==> src/rtl/ram_port_arbiter.sv <==
`default_nettype none
// ============================================================================
// Module   : ram_port_arbiter
// Brief    : Round-robin arbiter sharing one dual-port RAM between two
//            requesters. Clears the RAM after reset, then services one
//            read or write per cycle and routes read data back to the
//            requester that asked for it.
// Revision : 1.0 - initial release
// ============================================================================
module ram_port_arbiter #(
    parameter int D_WIDTH = 8,
    parameter int A_WIDTH = 5,
    parameter int A_MAX   = 32
) (
    input  logic               clk,
    input  logic               reset_n,
    input  logic               req_valid_0,
    input  logic               req_write_0,
    input  logic [A_WIDTH-1:0] req_address_0,
    input  logic [D_WIDTH-1:0] req_data_0,
    output logic               req_ready_0,
    output logic               rsp_valid_0,
    output logic [D_WIDTH-1:0] rsp_data_0,
    input  logic               req_valid_1,
    input  logic               req_write_1,
    input  logic [A_WIDTH-1:0] req_address_1,
    input  logic [D_WIDTH-1:0] req_data_1,
    output logic               req_ready_1,
    output logic               rsp_valid_1,
    output logic [D_WIDTH-1:0] rsp_data_1,
    output logic               init_done,
    output logic [A_WIDTH-1:0] ram_address_write,
    output logic [D_WIDTH-1:0] ram_data_write,
    output logic               ram_write_enable,
    output logic [A_WIDTH-1:0] ram_address_read,
    input  logic [D_WIDTH-1:0] ram_data_read
);

    localparam logic [0:0]         c_st_init = 1'b0;
    localparam logic [0:0]         c_st_run  = 1'b1;
    localparam int                 c_last_i  = A_MAX - 1;
    localparam logic [A_WIDTH-1:0] c_last    = c_last_i[A_WIDTH-1:0];
    localparam logic [A_WIDTH:0]   c_a_max   = A_MAX[A_WIDTH:0];
    localparam logic [A_WIDTH-1:0] c_one     = {{(A_WIDTH-1){1'b0}}, 1'b1};

    logic [0:0]         r_state;
    logic [0:0]         w_state_next;
    logic [A_WIDTH-1:0] r_count;
    logic               r_ptr;        // 0: requester 0 wins a tie, 1: requester 1
    logic               r_init_done;
    logic               r_rsp_pend;
    logic               r_rsp_sel;
    logic               r_rsp_oor;
    logic [D_WIDTH-1:0] r_hold_0;
    logic [D_WIDTH-1:0] r_hold_1;

    logic               w_run;
    logic               w_gnt_0;
    logic               w_gnt_1;
    logic               w_any;
    logic               w_xfer_write;
    logic [A_WIDTH-1:0] w_xfer_addr;
    logic [D_WIDTH-1:0] w_xfer_data;
    logic               w_xfer_oor;
    logic [D_WIDTH-1:0] w_rsp_word;
    logic [D_WIDTH-1:0] w_rsp_data_0;
    logic [D_WIDTH-1:0] w_rsp_data_1;

    // Grant selection: a lone requester always wins, a tie goes to the pointer.
    assign w_run        = (r_state == c_st_run);
    assign w_gnt_0      = w_run && req_valid_0 && (!req_valid_1 || !r_ptr);
    assign w_gnt_1      = w_run && req_valid_1 && (!req_valid_0 ||  r_ptr);
    assign w_any        = w_gnt_0 || w_gnt_1;
    assign w_xfer_write = w_gnt_1 ? req_write_1   : req_write_0;
    assign w_xfer_addr  = w_gnt_1 ? req_address_1 : req_address_0;
    assign w_xfer_data  = w_gnt_1 ? req_data_1    : req_data_0;
    assign w_xfer_oor   = ({1'b0, w_xfer_addr} >= c_a_max);

    // Out-of-range reads return zero; the idle requester keeps its last word.
    assign w_rsp_word   = r_rsp_oor ? '0 : ram_data_read;
    assign w_rsp_data_0 = (r_rsp_pend && !r_rsp_sel) ? w_rsp_word : r_hold_0;
    assign w_rsp_data_1 = (r_rsp_pend &&  r_rsp_sel) ? w_rsp_word : r_hold_1;

    // State register: restart the clear sweep on every reset.
    always_ff @(posedge clk) begin
        if (!reset_n) begin
            r_state <= c_st_init;
        end else begin
            r_state <= w_state_next;
        end
    end

    // Next state: leave the sweep once the last location has been written.
    always_comb begin
        w_state_next = r_state;
        case (r_state)
            c_st_init: if (r_count == c_last) w_state_next = c_st_run;
            default:   w_state_next = c_st_run;
        endcase
    end

    // Sweep counter, priority pointer, pending response and held read data.
    always_ff @(posedge clk) begin
        if (!reset_n) begin
            r_count     <= '0;
            r_ptr       <= 1'b0;
            r_init_done <= 1'b0;
            r_rsp_pend  <= 1'b0;
            r_rsp_sel   <= 1'b0;
            r_rsp_oor   <= 1'b0;
            r_hold_0    <= '0;
            r_hold_1    <= '0;
        end else begin
            if (r_state == c_st_init) begin
                r_count <= r_count + c_one;
            end
            r_init_done <= (w_state_next == c_st_run);
            if (w_any) begin
                r_ptr <= w_gnt_0;
            end
            r_rsp_pend <= w_any && !w_xfer_write;
            r_rsp_sel  <= w_gnt_1;
            r_rsp_oor  <= w_xfer_oor;
            r_hold_0   <= w_rsp_data_0;
            r_hold_1   <= w_rsp_data_1;
        end
    end

    // Outputs: everything held low while reset is asserted.
    always_comb begin
        req_ready_0       = 1'b0;
        req_ready_1       = 1'b0;
        rsp_valid_0       = 1'b0;
        rsp_valid_1       = 1'b0;
        rsp_data_0        = '0;
        rsp_data_1        = '0;
        init_done         = 1'b0;
        ram_write_enable  = 1'b0;
        ram_address_write = '0;
        ram_data_write    = '0;
        ram_address_read  = '0;
        if (reset_n) begin
            init_done   = r_init_done;
            req_ready_0 = w_gnt_0;
            req_ready_1 = w_gnt_1;
            rsp_valid_0 = r_rsp_pend && !r_rsp_sel;
            rsp_valid_1 = r_rsp_pend &&  r_rsp_sel;
            rsp_data_0  = w_rsp_data_0;
            rsp_data_1  = w_rsp_data_1;
            case (r_state)
                c_st_init: begin
                    ram_write_enable  = 1'b1;
                    ram_address_write = r_count;
                end
                default: begin
                    if (w_any) begin
                        if (w_xfer_write) begin
                            if (!w_xfer_oor) begin
                                ram_write_enable  = 1'b1;
                                ram_address_write = w_xfer_addr;
                                ram_data_write    = w_xfer_data;
                            end
                        end else begin
                            ram_address_read = w_xfer_addr;
                        end
                    end
                end
            endcase
        end
    end

endmodule
`default_nettype wire

==> config.mk <==
export PLATFORM = sky130hd
export DESIGN_NAME = ram_port_arbiter
export DESIGN_NICKNAME = d
export VERILOG_FILES = /design/src/rtl/ram_port_arbiter.sv
export SDC_FILE = /design/constraint.sdc
export NUM_CORES = 1
export LEC_CHECK = 0
export ABC_CLOCK_PERIOD_IN_PS = 1700
export CAP_MARGIN = 30
export CORE_ASPECT_RATIO = 0.75
export CORE_MARGIN = 2
export CORE_UTILIZATION = 23
export DETAILED_ROUTE_END_ITERATION = 6
export DONT_BUFFER_PORTS = 1
export GPL_TIMING_DRIVEN = 0
export PLACE_DENSITY = 0.47
export RECOVER_POWER = 50
export SLEW_MARGIN = 20
export SYNTH_ARGS = -nofsm -noshare
export SYNTH_HDL_FRONTEND = slang
export SYNTH_SLANG_ARGS = --single-unit
==> constraint.sdc <==
create_clock -name clk -period 1.7 [get_ports clk]
set_input_delay 0.085 -clock clk [delete_from_list [all_inputs] [get_ports clk]]
set_output_delay 0.085 -clock clk [all_outputs]
set_load 0.05 [all_outputs]
==> flow_summary.json, run 1 <==
{
  "clock_path_buffers": 2,
  "drt_first_pass_iters": 4,
  "cp.arrival_ns": 1.71,
  "final_antenna_net_count": 0,
  "r2r_end": "r_hold_0[0]",
  "netlist_top_cells_count": "sky130_fd_sc_hd__nand2_1, sky130_fd_sc_hd__dfxtp_1, sky130_fd_sc_hd__nor2_1",
  "crit_path_start_kind": "register",
  "synth_edf_count": 0,
  "flop_to_flop_setup_slack_ns": 0.14,
  "cts_max_level": 1,
  "yosysWarnings": 0,
  "violations": "negative setup slack",
  "critPathMaxStageDelay_ns": 0.37,
  "fin_nets": 224,
  "floorplan.io_pins": 80,
  "clock-sinks": 25,
  "cp_num_cells": 5,
  "final_hold_viol_count": 0,
  "cts_buffers": 3,
  "path_delay_family": "compound AO/OA/AOI/OAI gates",
  "endpoint_kind": "primary output",
  "synth_most_common_cell": "sky130_fd_sc_hd__nand2_1",
  "ys_ff_latch": 25,
  "critPathSlowestCell": "sky130_fd_sc_hd__dfxtp_4",
  "worstPathCellList": "a21bo_4, o22ai_4, nand2_4, buf_4, o21ai_4",
  "synth_largest_area_cell": "sky130_fd_sc_hd__dfxtp_1",
  "dieHeight_microns": 68.4,
  "maxClockFrequency_mhz": 556,
  "routed_via_count_divided_by_cell_count": 4.61,
  "timing.hold.worst.class": "in -> reg",
  "final_min_period_over_clock_period_pct": 106,
  "totalPowerFinal_mw": 1.08,
  "max_cap_violations": 0,
  "proportion_of_register_bits_with_asynchronous_set_or_reset_after_synthesis_pct": 0,
  "start_util_pct": 23.8,
  "syn-instance-count": 162,
  "synthToLayoutAreaGrowth_pct": 56.9,
  "final_area_sq_um": 2000,
  "power_density_nw_per_um2": 542,
  "path_class": "reg -> out",
  "worst_path_setup_slack_after_routing_ns": -0.0993,
  "detailroute.via_count": 1179,
  "wl_per_cell_microns": 16.2,
  "outcome": "finished, violations left",
  "worst_setup_path_startpoint": "r_ptr",
  "post_route_cells_drive_above_1_share_pct": 47.5,
  "postPlaceCellArea_sq_um": 1550,
  "drc": 0,
  "grt_first_pass_wirelength_microns": 5820,
  "finalSetupViolCount": 24,
  "timing.final.crit_period_ns": 1.80,
  "synth.net_count": 204,
  "place.port_buffers": 0,
  "mappedNetlistArea_sq_um": 1270,
  "die_w_microns": 89.9,
  "worst-path-max-fanout": 5,
  "synth_top_flop_cell": "sky130_fd_sc_hd__dfxtp_1",
  "fp.dieArea_sq_um": 6160,
  "fin_tns_setup_ns": -1.04,
  "ys_seq_area_share_pct": 39.3,
  "cts.clk_slew.worst_paths_ns": 0.08,
  "antenna_found_initial": 0,
  "final-max-slew-violation-count": 0,
  "grt_overflow": 0,
  "cts_tree": "yes",
  "worst_r2r_startpoint": "r_rsp_sel",
  "distinct_cell_type_count_after_synthesis": 33,
  "path_buf_inv": 1,
  "maxSlewHeadroom_pct": 53.8,
  "root_buf_cell": "sky130_fd_sc_hd__clkbuf_8",
  "worst_r2r_path_depth": 5,
  "clock_insertion_delay_worst_skew_ns": 0.26,
  "wl_microns": 4150,
  "irDropWorstVdd_uv": 294,
  "gr_util_all_layers_pct": 12.1,
  "syn_avg_cell_area_sq_um": 7.86,
  "core.rowCount": 23,
  "globalplace.congestion": 0.745,
  "cp.required_ns": 1.62,
  "dp_hpwl_microns": 2710,
  "crit_path_end": "ram_address_write[1]",
  "p_leak_nw": 0.677,
  "grt_setup_unrepaired": "yes",
  "synth_top_cells_by_area": "sky130_fd_sc_hd__dfxtp_1, sky130_fd_sc_hd__mux2i_1, sky130_fd_sc_hd__nand2_1",
  "placeableCoreArea_sq_um": 5350,
  "post-place-ws_ns": -0.347,
  "fraction_of_synthesized_cell_area_taken_by_the_top_area_cell_type_pct": 39.3,
  "layout.core_utilization_pct": 37.3,
  "worst_pin_slew_ns": 0.693,
  "diodes": 0,
  "drt_iter0_markers": 49,
  "vias_in_the_first_global_route": 1120,
  "maximum_number_of_pins_on_one_net_before_global_route_repair": 14,
  "worst_clock_skew_ns": 0.00262
}
==> per-layer routing <==
layer | track usage (%) | vias up | wire length (microns)
met5 | 0 | - | 0
met4 | 1.73 | 0 | 19
met3 | 4.07 | 2 | 147
met2 | 19.0 | 17 | 2100
met1 | 16.7 | 573 | 1890
li1 | - | 587 | -
==> worst min-delay path by stage <==
stage | slack [ns] | start | depth (start not counted) | endpoint
6_report | 0.04 | req_valid_0 | 2 | r_ptr
3_3_place_gp | 0.21 | req_valid_1 | 1 | r_ptr
5_1_grt | 0.01 | req_valid_0 | 2 | r_ptr
2_1_floorplan | 0.20 | req_valid_1 | 1 | r_ptr
4_1_cts | 0.02 | req_valid_0 | 2 | r_ptr
3_5_place_dp | 0.22 | req_valid_1 | 1 | r_ptr
==> area by class of cell <==
cell class	count	area, sq um
Sequential cell	25	505
Fill cell	562	3350
Inverter	5	25.0
Buffer	9	78.8
Timing Repair Buffer	15	146
Multi-Input combinational cell	123	1100
Tap cell	75	93.8
Clock buffer	4	45.0
==> layout by cell type (no fill, tap or decap), drive strengths merged, types with 2 or more instances in the layout <==
cell     n
nand2   32
buf     17
nand3   10
mux2i   15
ha       2
a21oi   17
nor2b    3
xor2     2
o21ai    5
inv      3
nor3     7
nor2    20
clkbuf  10
dfxtp   25
==> power breakdown <==
part	total (mW)	switching, mW	internal (mW)	leakage (nW)
registers	0.597	0.00764	0.590	0.203
logic	0.138	0.0864	0.0518	0.451
clock network	0.347	0.180	0.167	0.0228
==> logic make-up after synthesis <==
| family | Yosys count | synth area share [%] |
|---|---|---|
| buffers and inverters | 14 | 5.30 |
| XOR/XNOR | 3 | 2.06 |
| flip-flops | 25 | 39.3 |
| adder cells (fa/ha/maj) | 2 | 1.96 |
| multiplexers | 15 | 11.8 |
| AND/OR/NAND/NOR | 76 | 27.2 |
| AO/OA/AOI/OAI | 27 | 12.4 |
==> repair_timing <==
| item | CTS | global route |
|---|---|---|
| setup buffers | 9 | 1 |
| resized for setup | 59 | 15 |
| hold buffers | 1 | 0 |
| pin swaps | 22 | 7 |
| cloned | 0 | 1 |
| hold endpoints to repair | 1 | 0 |
| endpoints found under the setup margin | 37 | 35 |
==> through the flow <==
| step | instances | hold WS [ns] |
|---|---|---|
| 2_1_floorplan | 162 | 0.204 |
| 3_3_place_gp | 237 | 0.207 |
| 3_5_place_dp | 239 | 0.220 |
| 4_1_cts | 253 | 0.0245 |
| 5_1_grt | 256 | 0.0109 |
| 6_report | 256 | 0.0366 |
==> sequential cells by signal, indices dropped and copies added (netlist names) <==
name and cells:
r_rsp_pend 1, r_init_done 1, r_ptr 1, r_hold_0 8, r_rsp_sel 1, r_count 5, r_hold_1 8
(Power assumes the default switching activity.)
==> inputs of run 2 (changes only) <==
- CORE_UTILIZATION: 23 -> 42
- PLACE_DENSITY: 0.47 -> 0.67
==> run 2 against run 1 <==
The flow still finishes with violations (negative setup slack). Combinational power increased by 7%. Flip-flop and latch count unchanged. Fmax down 3.7%. Clock-buffer cell count decreased by 1. Sequential share of layout area decreased by 1.6 points. Clock skew up 0.00094 ns. Critical path type unchanged.
==> flow_summary.json, run 2 (synthesis gave the netlist of run 1 again) <==
{
  "outcome": "finished, violations left",
  "violations": "negative setup slack",
  "worst_clock_skew_ns": 0.00356,
  "route.top_layer_used": "met4",
  "final-max-slew-violation-count": 0,
  "final_antenna_net_count": 0,
  "worst_path_setup_slack_after_routing_ns": -0.168,
  "totalPowerFinal_mw": 1.12,
  "worstHoldEndpoint": "r_rsp_pend",
  "detailroute.via_count": 1328,
  "wl_per_cell_microns": 22.8,
  "layout.core_utilization_pct": 73.1,
  "globalplace.congestion": 0.794,
  "vias_in_the_first_global_route": 1294,
  "worst_r2r_path_depth": 4,
  "internal_power_uw": 808,
  "seq_power_share_pct": 53.5,
  "worst-path-max-fanout": 5,
  "hold-worst-slack_ns": 0.0392,
  "clock_insertion_delay_worst_skew_ns": 0.28,
  "cts_tree": "yes",
  "diodes": 0,
  "cts.clk_slew.worst_paths_ns": 0.09,
  "final_hold_viol_count": 0,
  "critPathSlowestCell": "sky130_fd_sc_hd__dfxtp_2",
  "worst_pin_slew_ns": 0.921,
  "dr_wl_met2_microns": 2600,
  "p_comb_share_pct": 13.2,
  "dp_hpwl_microns": 2680,
  "gr_util_all_layers_pct": 25.7,
  "path_delay_family": "buffers and inverters",
  "met3_wirelength_microns": 448,
  "floorplan.io_pins": 80,
  "r2r_end": "r_hold_0[5]",
  "worstPathCellList": "buf_6, nand2_8, clkinvlp_4, nand2_4, buf_12, o21ai_4",
  "fin_nets": 227,
  "core.rowCount": 17,
  "root_buf_cell": "sky130_fd_sc_hd__clkbuf_8",
  "maxSlewHeadroom_pct": 38.3,
  "placeableCoreArea_sq_um": 2910,
  "routed_via_count_divided_by_cell_count": 5.98,
  "antenna_found_initial": 0,
  "cp.required_ns": 1.62,
  "path_class": "reg -> out",
  "holdCritStartpoint": "reset_n",
  "clock-sinks": 25,
  "power_density_nw_per_um2": 525,
  "n_fill_cell": 188,
  "dieHeight_microns": 51.7,
  "drt_first_pass_iters": 4,
  "flop_to_flop_setup_slack_ns": 0.20,
  "fp.dieArea_sq_um": 3490,
  "worst_r2r_startpoint": "r_rsp_pend",
  "maxClockFrequency_mhz": 535,
  "timing.final.crit_period_ns": 1.87,
  "hold_depth": 3,
  "drc": 0,
  "post_route_cells_drive_above_1_share_pct": 50.5,
  "share_clk_of_total_power_pct": 33.4,
  "drt_iter0_markers": 50,
  "layout_common_cells": "sky130_fd_sc_hd__nand2_1, sky130_fd_sc_hd__dfxtp_1, sky130_fd_sc_hd__a21oi_4, sky130_fd_sc_hd__buf_4",
  "layout.cells.most_common": "sky130_fd_sc_hd__nand2_1",
  "synthToLayoutAreaGrowth_pct": 67.2,
  "die_w_microns": 67.6,
  "clock_path_buffers": 2,
  "max_cap_violations": 0,
  "irDropWorstVdd_uv": 425,
  "crit_path_start_kind": "register",
  "cts_buffers": 3,
  "start_util_pct": 43.7,
  "critPathMaxStageDelay_ns": 0.39,
  "wl_microns": 5070,
  "met1Wirelength_microns": 1750,
  "endpoint_kind": "primary output",
  "maximum_number_of_pins_on_one_net_before_global_route_repair": 15,
  "place.port_buffers": 0,
  "grt_setup_unrepaired": "yes",
  "timing.hold.worst.class": "in -> reg",
  "finalSetupViolCount": 25,
  "cp.arrival_ns": 1.78,
  "p_leak_nw": 0.705,
  "cts_max_level": 1,
  "grt_first_pass_wirelength_microns": 6480,
  "grt_overflow": 0,
  "power.share.switching_pct": 27.7,
  "path_buf_inv": 3,
  "power.switching_uw": 310,
  "reg.largest.list": "r_hold_0: 8 flops, r_hold_1: 8 flops, r_count: 5 flops",
  "final_min_period_over_clock_period_pct": 110
}
run 2: changes by cell type in the layout (fill, tap and decap cells not counted), sizes merged:
| cell | change |
|---|---|
| buf | +6 |
| clkbuf | -4 |
| clkinv | +1 |
run 2: power groups by stage:
stage / sequential (mW) / combinational, mW / clock (mW)
after detailed placement: 0.613 / 0.0943 / 0
after floorplan: 0.610 / 0.0818 / 0
after global placement: 0.612 / 0.0902 / 0
after global routing: 0.599 / 0.154 / 0.399
after CTS: 0.597 / 0.129 / 0.362
final: 0.598 / 0.147 / 0.373
run 2: routing by layer:
layer	vias up	GRT usage, %
li1	588	-
met1	643	28.4
met2	78	44.0
met3	19	9.52
met4	0	10.9
met5	-	0
run 2: worst register-to-register path: stages, from the launching register on:
cell	delay, ns
sky130_fd_sc_hd__dfxtp_1	0.37
sky130_fd_sc_hd__nor2b_1	0.22
sky130_fd_sc_hd__clkbuf_2	0.25
sky130_fd_sc_hd__nand2_1	0.13
sky130_fd_sc_hd__a21oi_4	0.39
run 2: worst max-delay path by stage:
stage	startpoint	to	slack (ns)	depth (start not counted)
2_1_floorplan	r_ptr	r_rsp_sel	-0.35	3
3_3_place_gp	r_ptr	r_rsp_sel	-0.51	3
3_5_place_dp	r_init_done	ram_address_write[3]	-0.34	6
4_1_cts	r_ptr	ram_address_write[2]	-0.10	5
5_1_grt	r_ptr	ram_address_write[2]	-0.19	5
6_report	r_init_done	ram_address_write[2]	-0.17	6
run 2: what timing repair did:
| action | in CTS | in global routing |
|---|---|---|
| setup buffers | 10 | 4 |
| gates resized for setup | 62 | 20 |
| endpoints found under the hold margin | 1 | 0 |
| endpoints found under the setup margin | 37 | 37 |
| pin swaps | 13 | 13 |
| cloned | 1 | 0 |
| hold buffers | 1 | 0 |
run 2: final cells by class:
| type | count | area (sq um) | share of cell area [%] |
|---|---|---|---|
| inverters | 5 | 25.0 | 1.18 |
| clock inverters | 1 | 5.00 | 0.235 |
| multi-input cells | 123 | 1250 | 58.9 |
| clock buffers | 3 | 41.3 | 1.94 |
| flip-flops and latches | 25 | 505 | 23.7 |
| well taps | 38 | 47.5 | 2.23 |
| plain buffers | 9 | 83.8 | 3.94 |
| repair buffers | 18 | 166 | 7.81 |
run 2: through the flow:
| step | worst slack (ns) | instances | TNS, ns | instance area [sq um] |
|---|---|---|---|---|
| 2_1_floorplan | -0.354 | 162 | -2.36 | 1420 |
| 3_3_place_gp | -0.510 | 200 | -4.41 | 1470 |
| 3_5_place_dp | -0.342 | 202 | -3.60 | 1500 |
| 4_1_cts | -0.101 | 218 | -1.01 | 1990 |
| 5_1_grt | -0.191 | 222 | -3.41 | 2130 |
| 6_report | -0.168 | 222 | -2.57 | 2130 |
